==> src/rtl/vga_pkg.sv <==
// Shared 640x480@60 timing constants, receiver state encoding and per-axis status record.
// Used by both the pong video generator and the frame receiver.
package vga_pkg;

    localparam int VGA_H_ACTIVE = 640;
    localparam int VGA_H_FP     = 16;
    localparam int VGA_H_SYNC   = 96;
    localparam int VGA_H_BP     = 48;
    localparam int VGA_V_ACTIVE = 480;
    localparam int VGA_V_FP     = 10;
    localparam int VGA_V_SYNC   = 2;
    localparam int VGA_V_BP     = 33;

    localparam int VGA_H_TOTAL = VGA_H_ACTIVE + VGA_H_FP + VGA_H_SYNC + VGA_H_BP;
    localparam int VGA_V_TOTAL = VGA_V_ACTIVE + VGA_V_FP + VGA_V_SYNC + VGA_V_BP;

    localparam int CNT_W = 10;
    localparam int SUM_W = 16;

    typedef enum logic [1:0] {
        SEARCH  = 2'd0,
        ACQUIRE = 2'd1,
        LOCKED  = 2'd2
    } rx_state_t;

    typedef struct packed {
        logic sync_rise;
        logic period_err;
        logic width_err;
        logic sat_err;
        logic in_win;
    } axis_stat_t;

endpackage

==> src/rtl/vga_rx_axis.sv <==
// One timing axis: saturating position counter cleared on sync assertion, period/width checks, window compare.
// Status is combinational from the registered count; no backpressure (advances whenever step is high).
module vga_rx_axis
    import vga_pkg::*;
#(
    parameter int TOTAL     = VGA_H_TOTAL,
    parameter int SYNC      = VGA_H_SYNC,
    parameter int WIN_START = VGA_H_SYNC + VGA_H_BP,
    parameter int WIN_LEN   = VGA_H_ACTIVE
) (
    input  logic             clk,
    input  logic             rst,
    input  logic             step,
    input  logic             sync,
    output logic [CNT_W-1:0] pos,
    output axis_stat_t       stat
);

    localparam logic [CNT_W-1:0] ONE     = CNT_W'(1);
    localparam logic [CNT_W-1:0] SAT     = '1;
    localparam logic [CNT_W-1:0] SAT_M1  = SAT - ONE;
    localparam logic [CNT_W-1:0] TOT_M1  = CNT_W'(TOTAL - 1);
    localparam logic [CNT_W-1:0] SYNC_M1 = CNT_W'(SYNC - 1);
    localparam logic [CNT_W-1:0] WIN_LO  = CNT_W'(WIN_START);
    localparam logic [CNT_W-1:0] WIN_HI  = CNT_W'(WIN_START + WIN_LEN);

    logic [CNT_W-1:0] cnt;
    logic [CNT_W-1:0] cnt_nxt;
    logic             sync_d;
    logic             rise;
    logic             fall;

    // sync_d only advances on step, so for the vertical axis it is the previous line's vsync
    assign rise = step & sync & ~sync_d;
    assign fall = step & ~sync & sync_d;

    always_comb begin
        cnt_nxt = cnt;
        if (rise) begin
            cnt_nxt = '0;
        end else if (step && (cnt != SAT)) begin
            cnt_nxt = cnt + ONE;
        end
    end

    always_ff @(posedge clk) begin
        if (rst) begin
            cnt    <= '0;
            sync_d <= 1'b0;
        end else begin
            cnt <= cnt_nxt;
            if (step) begin
                sync_d <= sync;
            end
        end
    end

    // cnt_nxt is the position of the sample presently held in the input register
    always_comb begin
        stat            = '0;
        stat.sync_rise  = rise;
        stat.period_err = rise && (cnt != TOT_M1);
        stat.width_err  = fall && (cnt != SYNC_M1);
        stat.sat_err    = step && !rise && (cnt == SAT_M1);
        stat.in_win     = (cnt_nxt >= WIN_LO) && (cnt_nxt < WIN_HI);
    end

    assign pos = cnt_nxt - WIN_LO;

endmodule

==> src/rtl/vga_frame_receiver.sv <==
// VGA sink: recovers pixel coordinates, checks sync timing, reports lock, per-frame status and rgb checksum.
// Pixel outputs 2 clocks after the pin; status pulses 1 clock after edge detect; no backpressure.
module vga_frame_receiver
    import vga_pkg::*;
#(
    parameter int H_ACTIVE    = VGA_H_ACTIVE,
    parameter int H_FP        = VGA_H_FP,
    parameter int H_SYNC      = VGA_H_SYNC,
    parameter int H_BP        = VGA_H_BP,
    parameter int V_ACTIVE    = VGA_V_ACTIVE,
    parameter int V_FP        = VGA_V_FP,
    parameter int V_SYNC      = VGA_V_SYNC,
    parameter int V_BP        = VGA_V_BP,
    parameter int SYNC_POL    = 0,
    parameter int LOCK_FRAMES = 2
) (
    input  logic             clk,
    input  logic             rst,
    input  logic             hsync,
    input  logic             vsync,
    input  logic [5:0]       rgb,
    output logic             pix_valid,
    output logic [CNT_W-1:0] pix_x,
    output logic [CNT_W-1:0] pix_y,
    output logic [5:0]       pix_rgb,
    output logic             locked,
    output logic             frame_done,
    output logic             frame_ok,
    output logic [SUM_W-1:0] frame_sum,
    output logic             err
);

    localparam int         H_TOTAL = H_ACTIVE + H_FP + H_SYNC + H_BP;
    localparam int         V_TOTAL = V_ACTIVE + V_FP + V_SYNC + V_BP;
    localparam logic       POL     = (SYNC_POL != 0);
    localparam logic [3:0] LOCK_N  = 4'(LOCK_FRAMES);

    logic                 s_hs;
    logic                 s_vs;
    logic [5:0]           s_rgb;
    logic [CNT_W-1:0]     h_pos;
    logic [CNT_W-1:0]     v_pos;
    axis_stat_t           h_stat;
    axis_stat_t           v_stat;
    logic                 err_any;
    logic                 frame_start;
    logic                 active;
    logic                 reporting;
    logic                 frame_err;
    logic                 frame_clean;
    logic [SUM_W-1:0]     acc;
    rx_state_t            state;
    rx_state_t            state_nxt;
    logic [3:0]           good;
    logic [3:0]           good_nxt;

    always_ff @(posedge clk) begin
        if (rst) begin
            s_hs  <= 1'b0;
            s_vs  <= 1'b0;
            s_rgb <= '0;
        end else begin
            s_hs  <= (hsync == POL);
            s_vs  <= (vsync == POL);
            s_rgb <= rgb;
        end
    end

    vga_rx_axis #(
        .TOTAL     (H_TOTAL),
        .SYNC      (H_SYNC),
        .WIN_START (H_SYNC + H_BP),
        .WIN_LEN   (H_ACTIVE)
    ) u_h_axis (
        .clk  (clk),
        .rst  (rst),
        .step (1'b1),
        .sync (s_hs),
        .pos  (h_pos),
        .stat (h_stat)
    );

    // Vertical axis steps once per line; vsync is judged at the hsync assertion edge
    vga_rx_axis #(
        .TOTAL     (V_TOTAL),
        .SYNC      (V_SYNC),
        .WIN_START (V_SYNC + V_BP),
        .WIN_LEN   (V_ACTIVE)
    ) u_v_axis (
        .clk  (clk),
        .rst  (rst),
        .step (h_stat.sync_rise),
        .sync (s_vs),
        .pos  (v_pos),
        .stat (v_stat)
    );

    assign err_any     = h_stat.period_err | h_stat.width_err | h_stat.sat_err |
                         v_stat.period_err | v_stat.width_err | v_stat.sat_err;
    assign frame_start = v_stat.sync_rise;
    assign active      = h_stat.in_win & v_stat.in_win;
    assign reporting   = (state != SEARCH);
    // An error in the frame-start cycle itself belongs to the frame that is ending
    assign frame_clean = ~frame_err & ~err_any;

    always_comb begin
        state_nxt = state;
        good_nxt  = good;
        unique case (state)
            SEARCH: begin
                if (frame_start) begin
                    state_nxt = ACQUIRE;
                    good_nxt  = '0;
                end
            end
            ACQUIRE: begin
                if (frame_start) begin
                    if (frame_clean) begin
                        good_nxt = good + 4'd1;
                        if ((good + 4'd1) == LOCK_N) begin
                            state_nxt = LOCKED;
                        end
                    end else begin
                        good_nxt = '0;
                    end
                end
            end
            LOCKED: begin
                if (err_any) begin
                    state_nxt = ACQUIRE;
                    good_nxt  = '0;
                end
            end
            default: begin
                state_nxt = SEARCH;
                good_nxt  = '0;
            end
        endcase
    end

    always_ff @(posedge clk) begin
        if (rst) begin
            state <= SEARCH;
            good  <= '0;
        end else begin
            state <= state_nxt;
            good  <= good_nxt;
        end
    end

    always_ff @(posedge clk) begin
        if (rst) begin
            frame_err <= 1'b0;
            acc       <= '0;
        end else begin
            if (frame_start) begin
                frame_err <= 1'b0;
                acc       <= '0;
            end else begin
                if (err_any && reporting) begin
                    frame_err <= 1'b1;
                end
                if (active) begin
                    acc <= acc + {{(SUM_W-6){1'b0}}, s_rgb};
                end
            end
        end
    end

    always_ff @(posedge clk) begin
        if (rst) begin
            err        <= 1'b0;
            frame_done <= 1'b0;
            frame_ok   <= 1'b0;
            frame_sum  <= '0;
            locked     <= 1'b0;
        end else begin
            err        <= err_any & reporting;
            frame_done <= frame_start & reporting;
            locked     <= (state_nxt == LOCKED);
            if (frame_start && reporting) begin
                frame_ok  <= frame_clean;
                frame_sum <= acc;
            end
        end
    end

    always_ff @(posedge clk) begin
        if (rst) begin
            pix_valid <= 1'b0;
            pix_x     <= '0;
            pix_y     <= '0;
            pix_rgb   <= '0;
        end else begin
            pix_valid <= active && (state_nxt == LOCKED);
            pix_x     <= active ? h_pos : '0;
            pix_y     <= active ? v_pos : '0;
            pix_rgb   <= s_rgb;
        end
    end

endmodule

==> config.mk <==
export PLATFORM = sky130hd
export DESIGN_NAME = vga_frame_receiver
export DESIGN_NICKNAME = d
export VERILOG_FILES = /design/src/rtl/vga_pkg.sv /design/src/rtl/vga_rx_axis.sv /design/src/rtl/vga_frame_receiver.sv
export SDC_FILE = /design/constraint.sdc
export NUM_CORES = 1
export LEC_CHECK = 0
export BUFFER_PORTS_ARGS = -buffer_cell sky130_fd_sc_hd__buf_2
export CAP_MARGIN = 40
export CORE_AREA = 2 2 92 138
export DETAILED_ROUTE_END_ITERATION = 8
export DIE_AREA = 0 0 94 140
export GPL_TIMING_DRIVEN = 0
export PLACE_DENSITY = 0.56
export SETUP_SLACK_MARGIN = 0.15
export SLEW_MARGIN = 20
export SYNTH_ARGS = -nofsm -noshare
export SYNTH_HDL_FRONTEND = slang
export SYNTH_SLANG_ARGS = --single-unit
==> constraint.sdc <==
create_clock -name clk -period 4.4 [get_ports clk]
set_input_delay 0.22 -clock clk [delete_from_list [all_inputs] [get_ports clk]]
set_output_delay 0.22 -clock clk [all_outputs]
set_load 0.02 [all_outputs]
==> Word level (Yosys, flattened, before mapping) <==
Cells that the tools add are included.
{ "word_totals": {"out_inout_bits": 47, "in_bits": 10, "regBits": 100} }
{ "classes": {"n_lt_le_gt_ge": 4, "reduce_logical": 20, "add_sub_neg": 6, "bitwise": 24, "n_eq_ne": 15, "n_mux": 15} }
{ "op_table": {"columns": ["cell", "n"], "rows": [
  ["$mux 10", 4],
  ["$ne 10x10->1 const B", 4],
  ["$add 10x1->10 const B", 2],
  ["$eq 10x10->1 const B", 2],
  ["$lt 10x10->1 const B", 2],
  ["$add 16x6->16", 1],
  ["$mux 4", 4],
  ["$logic_and 1x1->1", 13],
  ["$pmux 4 s3", 1],
  ["$and 1x1->1", 10],
  ["$ge 10x6->1 const B", 1],
  ["$ge 10x8->1 const B", 1],
  ["$mux 2", 5],
  ["$ne 10x1->1 const B", 1],
  ["$ne 10x7->1 const B", 1],
  ["$sub 10x6->10 const B", 1],
  ["$sub 10x8->10 const B", 1],
  ["$not 1->1", 9],
  ["$ne 2x2->1 const B", 3],
  ["$pmux 2 s3", 1],
  ["$or 1x1->1", 5],
  ["$add 4x1->4 const B", 1],
  ["$eq 2x2->1 const B", 2],
  ["$eq 4x2->1 const B", 1],
  ["other kinds (6)", 8]
]} }

==> Logic depth before layout (Yosys ltp) <==
{ "logic_depth": {"depth_word": 15, "depth_mapped": 16, "mapped_depth_nobuf": 12} }

==> Hierarchy <==
Synthesis repeated with hierarchy kept, for this count alone.
{ "unflattened": {"hier_cells": 568, "area_unflattened_um2": 4958.5} }
{ "modules_own_cells": {"columns": ["mod", "cells_per_inst", "instances", "area_per_inst_um2"], "rows": [
  ["vga_frame_receiver", 328, 1, 2985.4],
  ["vga_rx_axis at u_h_axis", 121, 1, 994.7],
  ["vga_rx_axis at u_v_axis", 119, 1, 978.4]
]} }

==> Worst setup path before layout <==
Ideal clock, no wire load.
{ "synth_path": {"path_type": "register to register", "start": "register u_v_axis.cnt[0]", "end": "register acc[14]", "setup_ps": 70, "slack_ps": 1158, "path_stages_with_launch": 13, "synth_period_minus_slack_ps": 3242, "required_time_ps": 4330, "arrival_time_ps": 3171, "path_cell_list": "dfxtp_1 -> ha_1 -> nand3_1 -> o31ai_1 -> nor2_1 -> a21oi_1 -> nor2_1 -> ha_1 -> a211o_1 -> a2111o_1 -> a31o_2 -> or4_1 -> a21oi_1"} }
{ "synth_between": {"elab_chain_cells": 7, "elab_cells_between_ends": 9} }
{ "synth_lines": {"columns": ["element", "line_no", "rtl"], "rows": [
  ["start: declaration", "vga_rx_axis.sv:27", "logic [CNT_W-1:0] cnt;"],
  ["start signal: assignment", "vga_rx_axis.sv:51", "cnt <= cnt_nxt;"],
  ["branches (longest 2 deep; another with $add 10x1->10)", null, null],
  ["$mux 10 *", "vga_rx_axis.sv:41", "end else if (step && (cnt != SAT)) begin"],
  ["$mux 10 *", "vga_rx_axis.sv:39", "if (rise) begin"],
  ["named net u_v_axis.cnt_nxt[1]", "vga_rx_axis.sv:28", "logic [CNT_W-1:0] cnt_nxt;"],
  ["$ge 10x6->1 / $lt 10x10->1 (equally long branches)", "vga_rx_axis.sv:65", "stat.in_win = (cnt_nxt >= WIN_LO) && (cnt_nxt < WIN_HI);"],
  ["$logic_and 1x1->1 *", "vga_rx_axis.sv:65", null],
  ["$and 1x1->1 *", "vga_frame_receiver.sv:101", "assign active = h_stat.in_win & v_stat.in_win;"],
  ["end signal: assignment", "vga_frame_receiver.sv:164", "acc <= acc + {{(SUM_W-6){1'b0}}, s_rgb};"],
  ["end: declaration", "vga_frame_receiver.sv:51", "logic [SUM_W-1:0] acc;"]
]} }
Mark *: on every way through the listed nets, which the timed path passes.
A chain may end at the register's enable or synchronous reset.

==> Final worst setup path <==
{ "layout_path": {"start": "register u_h_axis.cnt[8]", "end": "register acc[5]"} }
{ "layout_between": {"elab_chain_cells": 6, "elab_cells_between_ends": 8} }
{ "layout_lines": {"columns": ["element", "line_no"], "rows": [
  ["start: declaration", "vga_rx_axis.sv:27"],
  ["start signal: assignment", "vga_rx_axis.sv:51"],
  ["$add 10x1->10 / $ne 10x10->1 (equally long branches)", "vga_rx_axis.sv:42, vga_rx_axis.sv:41"],
  ["$mux 10 *", "vga_rx_axis.sv:41"],
  ["$mux 10 *", "vga_rx_axis.sv:39"],
  ["$ge 10x8->1 / $lt 10x10->1 (equally long branches)", "vga_rx_axis.sv:65"],
  ["$logic_and 1x1->1 *", "vga_rx_axis.sv:65"],
  ["$and 1x1->1 *", "vga_frame_receiver.sv:101"]
]} }
Mark *: on every way between the ends. The rest lies on a longest branch, timed or not.

==> results.ini <==
[outcome]
run_status = complete, no violations

[layout]
antenna_cells = 0
final_nets = 644
layout-drive-gt1-share_pct = 15.8
final.fill_count = 1212
area_overhead_of_the_layout_relative_to_synthesis_pct = 16.8

[critical_path]
critical_path_end_type = register
critPathLaunch = u_h_axis.cnt[8]
worstSetupPathType = reg2reg
critPathRequiredTime_ps = 4610
timing.critical_path.to = acc[5]
endpoint_of_the_worst_slack_reg_to_reg_timing_path = acc[5]
cp_max_fo = 10
slowest_delay_ps = 530
r2r_slack_ps = 510
ff2ff_path_depth = 16
endpoint_arrival_time_on_the_critical_path_ps = 4100
critical_path.slowest_cell = sky130_fd_sc_hd__o311ai_1
startpoint_of_the_worst_register_to_register_path = u_h_axis.cnt[8]
setup.worst_path.start_class = register
timing.critical_path.cells = buf_2 > and2_0 > clkbuf_1 > a31oi_1 > nand2_1 > xnor2_1 > nand2_1 > ha_1 > o31a_1 > o211a_1 > o311ai_1 > a31o_2 > buf_6 > buf_2 > mux2i_1 > nor2_1

[synth]
synth_top_family_by_area = simple AND/OR/NAND/NOR gates
synth-main-ff-cell = sky130_fd_sc_hd__dfxtp_1
syn-cell-area_sq_mm = 0.00468
netlist_instances = 549
synth.yosys.warnings = 0
syn-mean-instance-area_sq_um = 8.52
async_set_reset_flop_share_out_of_synthesis_pct = 0
synth-edff-count = 0
synth_seq_area_share_pct = 42.8
share_of_the_synthesized_area_in_compound_gates_ao_oa_aoi_oai_pct = 16.7
synth.ff_latch_count = 100
synthSimpleGateAreaFrac_pct = 25.6
synthMuxAreaShare_pct = 2.41
synth_xor_xnor_area_share_pct = 3.00
yosys.cell_types.count = 71
syn-num-nets = 577
synthAdderAreaFrac_pct = 4.98

[global_route]
grt_overflow_total = 0
first_global_vias = 4028
grt_start_max_net_pins = 18
grt_pass1_wl_um = 19700
track_usage_pct = 18.7
antenna_violations_before_repair = 0

[timing]
finClkSkew_ps = 4.50
finalHoldViolations = 0
max_slew.worst_pin.slew_ps = 816
setup_viol = 0
final_min_period_over_clock_period_pct = 88.4
fin_ws_ps = 510
fmax_mhz = 257
finalMaxSlewViolations = 0
timing.slew.headroom_pct = 45.2
rsz_0062_raised_after_global_routing = no
final.setup.tns_ps = 0
min_period_ps = 3890

[route]
drt-met1-wl_um = 4730
dr.first_iter.drc_count = 192
highest_layer = met4
routedWlPerCell_um = 15.4
met2_wirelength_um = 6370
final_antenna_net_count = 0
drtPass1Iterations = 5
vias = 4152
viasPerCell = 5.36
dr_wl_met3_um = 473
wirelength_um = 11900
detail_route.drc_violations = 0

[placement]
dp_slack_ps = 460
place.detailed.hpwl_um = 8680
gpl.final_weighted_congestion = 0.914
place.port_buffers = 56

[flow_run]
max_cap_violations = 0

[min_path]
timing.hold.worst.class = in2reg

[cts]
worst_setup_hold_path_clk_slew_ps = 70
cts.htree.levels = 3
cts_inserted_buffers = 9
cts_max_path_buffers = 2
tritoncts = done
insertion_delay_ps = 340
clock-sinks = 100
cts-root-buf = sky130_fd_sc_hd__clkbuf_16

[floorplanning]
initial_core_util_pct = 39.1
floorplan.core_area_sq_mm = 0.0120
pin_count = 57
floorplan.die_area_sq_mm = 0.0132
floorplan.die.height_um = 140
chipWidth_um = 94
rows = 49

[power]
power.total_uw = 1820
power.leakage_uw = 0.00220
worst_ir_drop_vdd_mv = 0.194
power_density_cells_mw_per_mm2 = 334

routing by layer:
| metal | vias up | track usage (%) |
|---|---|---|
| li1 | 2081 | - |
| met5 | - | 0 |
| met2 | 121 | 34.5 |
| met4 | 0 | 7.78 |
| met3 | 28 | 3.28 |
| met1 | 1922 | 20.8 |
state kept, by name, indices dropped and copies added, names as in the netlist, 2 cells and up:
name / count
acc: 16
u_v_axis.cnt: 10
pix_rgb: 6
frame_sum: 16
s_rgb: 6
good: 4
pix_x: 10
pix_y: 10
state: 2
u_h_axis.cnt: 10
critical path, delay by kind of cell (launching register included):
family / cells / cell delay (ps)
DFF: 1 / 300
buffers and inverters: 4 / 820
muxes: 1 / 240
adders and majority gates: 1 / 240
and+or+nand+nor: 4 / 490
AOI/OAI and AO/OA: 5 / 1510
xor gates and xnor gates: 1 / 140
cell families (layout without fill, tap and decap cells):
| family | Yosys count | after routing |
|---|---|---|
| XOR/XNOR | 16 | 16 |
| AO/OA/AOI/OAI | 119 | 119 |
| AND/OR/NAND/NOR | 235 | 235 |
| buffers and inverters | 50 | 122 |
| multiplexers | 11 | 11 |
| adder cells (fa/ha/maj) | 18 | 18 |
| flip-flops | 100 | 100 |
power by group:
part           internal (uW)  switching (uW)  total (uW)
clock network            460             357         818
registers                915            9.40         924
logic                   27.6            52.2        79.8
total                   1400             419        1820
how the worst min path moves through the flow:
stage                     cells after the start  startpoint  endpoint  slack [ps]
after floorplan                               1       hsync      s_hs         290
after global placement                        2       vsync      s_vs         420
after detailed placement                      2       vsync      s_vs         410
after CTS                                     2       vsync      s_vs          50
after global routing                          2       hsync      s_hs          50
final                                         2       vsync      s_vs          50
layout make-up:
type | count | area, sq um | share of cell area (%)
Inverter | 19 | 71.3 | 1.31
Buffer | 31 | 141 | 2.59
Multi-Input combinational cell | 399 | 2460 | 45.1
Timing Repair Buffer | 56 | 280 | 5.13
Clock buffer | 10 | 239 | 4.38
Clock inverter | 6 | 71.3 | 1.31
Tap cell | 153 | 191 | 3.51
Sequential cell | 100 | 2000 | 36.7
placed cells by master, fill, tap and decap left out, types with 9 or more instances in the layout:
cell type                   instances
sky130_fd_sc_hd__o21ai_0           14
sky130_fd_sc_hd__dfxtp_1          100
sky130_fd_sc_hd__buf_2             63
sky130_fd_sc_hd__or3_1             10
sky130_fd_sc_hd__xnor2_1           12
sky130_fd_sc_hd__nor2b_1           14
sky130_fd_sc_hd__nor3_1            15
sky130_fd_sc_hd__mux2i_1            9
sky130_fd_sc_hd__nand2_1           63
sky130_fd_sc_hd__inv_1             19
sky130_fd_sc_hd__ha_1              17
sky130_fd_sc_hd__clkbuf_1          19
sky130_fd_sc_hd__nand3_1           10
sky130_fd_sc_hd__a21oi_1           47
sky130_fd_sc_hd__nor2_1            58
sky130_fd_sc_hd__clkbuf_16          9
sky130_fd_sc_hd__nand4_1           10
repair_timing:
action / 4_1_cts / 5_1_grt
setup endpoints to repair: 0 / 3
endpoints found under the hold margin: 0 / 0
resized for setup: 0 / 2
setup buffers: 0 / 0
hold buffers: 0 / 0
metrics by stage:
stage | util [%] | hold slack [ps] | cells | cell area, sq um
6_report | 45.7 | 47.6 | 774 | 5460
5_1_grt | 45.7 | 53.5 | 774 | 5460
4_1_cts | 45.7 | 46.5 | 774 | 5460
3_5_place_dp | 43.1 | 409 | 758 | 5150
3_3_place_gp | 43.1 | 416 | 758 | 5150
2_1_floorplan | - | 292 | 549 | 4680
synth_stat cells (4+ instances only):
| cell type | number | area [sq um] |
|---|---|---|
| sky130_fd_sc_hd__a211oi_1 | 6 | 45.0 |
| sky130_fd_sc_hd__and2_1 | 4 | 25.0 |
| sky130_fd_sc_hd__nand2b_1 | 6 | 37.5 |
| sky130_fd_sc_hd__o21ai_0 | 14 | 70.1 |
| sky130_fd_sc_hd__inv_1 | 19 | 71.3 |
| sky130_fd_sc_hd__o31ai_1 | 6 | 45.0 |
| sky130_fd_sc_hd__and4_1 | 4 | 35.0 |
| sky130_fd_sc_hd__or3_1 | 10 | 62.6 |
| sky130_fd_sc_hd__nor2b_1 | 14 | 87.6 |
| sky130_fd_sc_hd__nand4_1 | 10 | 62.6 |
| sky130_fd_sc_hd__nor3_1 | 15 | 75.1 |
| sky130_fd_sc_hd__clkbuf_1 | 20 | 75.1 |
| sky130_fd_sc_hd__nor2_1 | 58 | 218 |
| sky130_fd_sc_hd__nand2_1 | 63 | 236 |
| sky130_fd_sc_hd__a31oi_1 | 6 | 37.5 |
| sky130_fd_sc_hd__nor4_1 | 6 | 37.5 |
| sky130_fd_sc_hd__buf_2 | 7 | 35.0 |
| sky130_fd_sc_hd__xnor2_1 | 12 | 105 |
| sky130_fd_sc_hd__nand3_1 | 10 | 50.1 |
| sky130_fd_sc_hd__dfxtp_1 | 100 | 2000 |
| sky130_fd_sc_hd__ha_1 | 17 | 213 |
| sky130_fd_sc_hd__a21oi_1 | 47 | 235 |
| sky130_fd_sc_hd__or4_1 | 6 | 45.0 |
| sky130_fd_sc_hd__mux2i_1 | 9 | 90.1 |
| sky130_fd_sc_hd__and3_1 | 7 | 43.8 |
| sky130_fd_sc_hd__xor2_1 | 4 | 35.0 |
(Power assumes the default switching activity.)
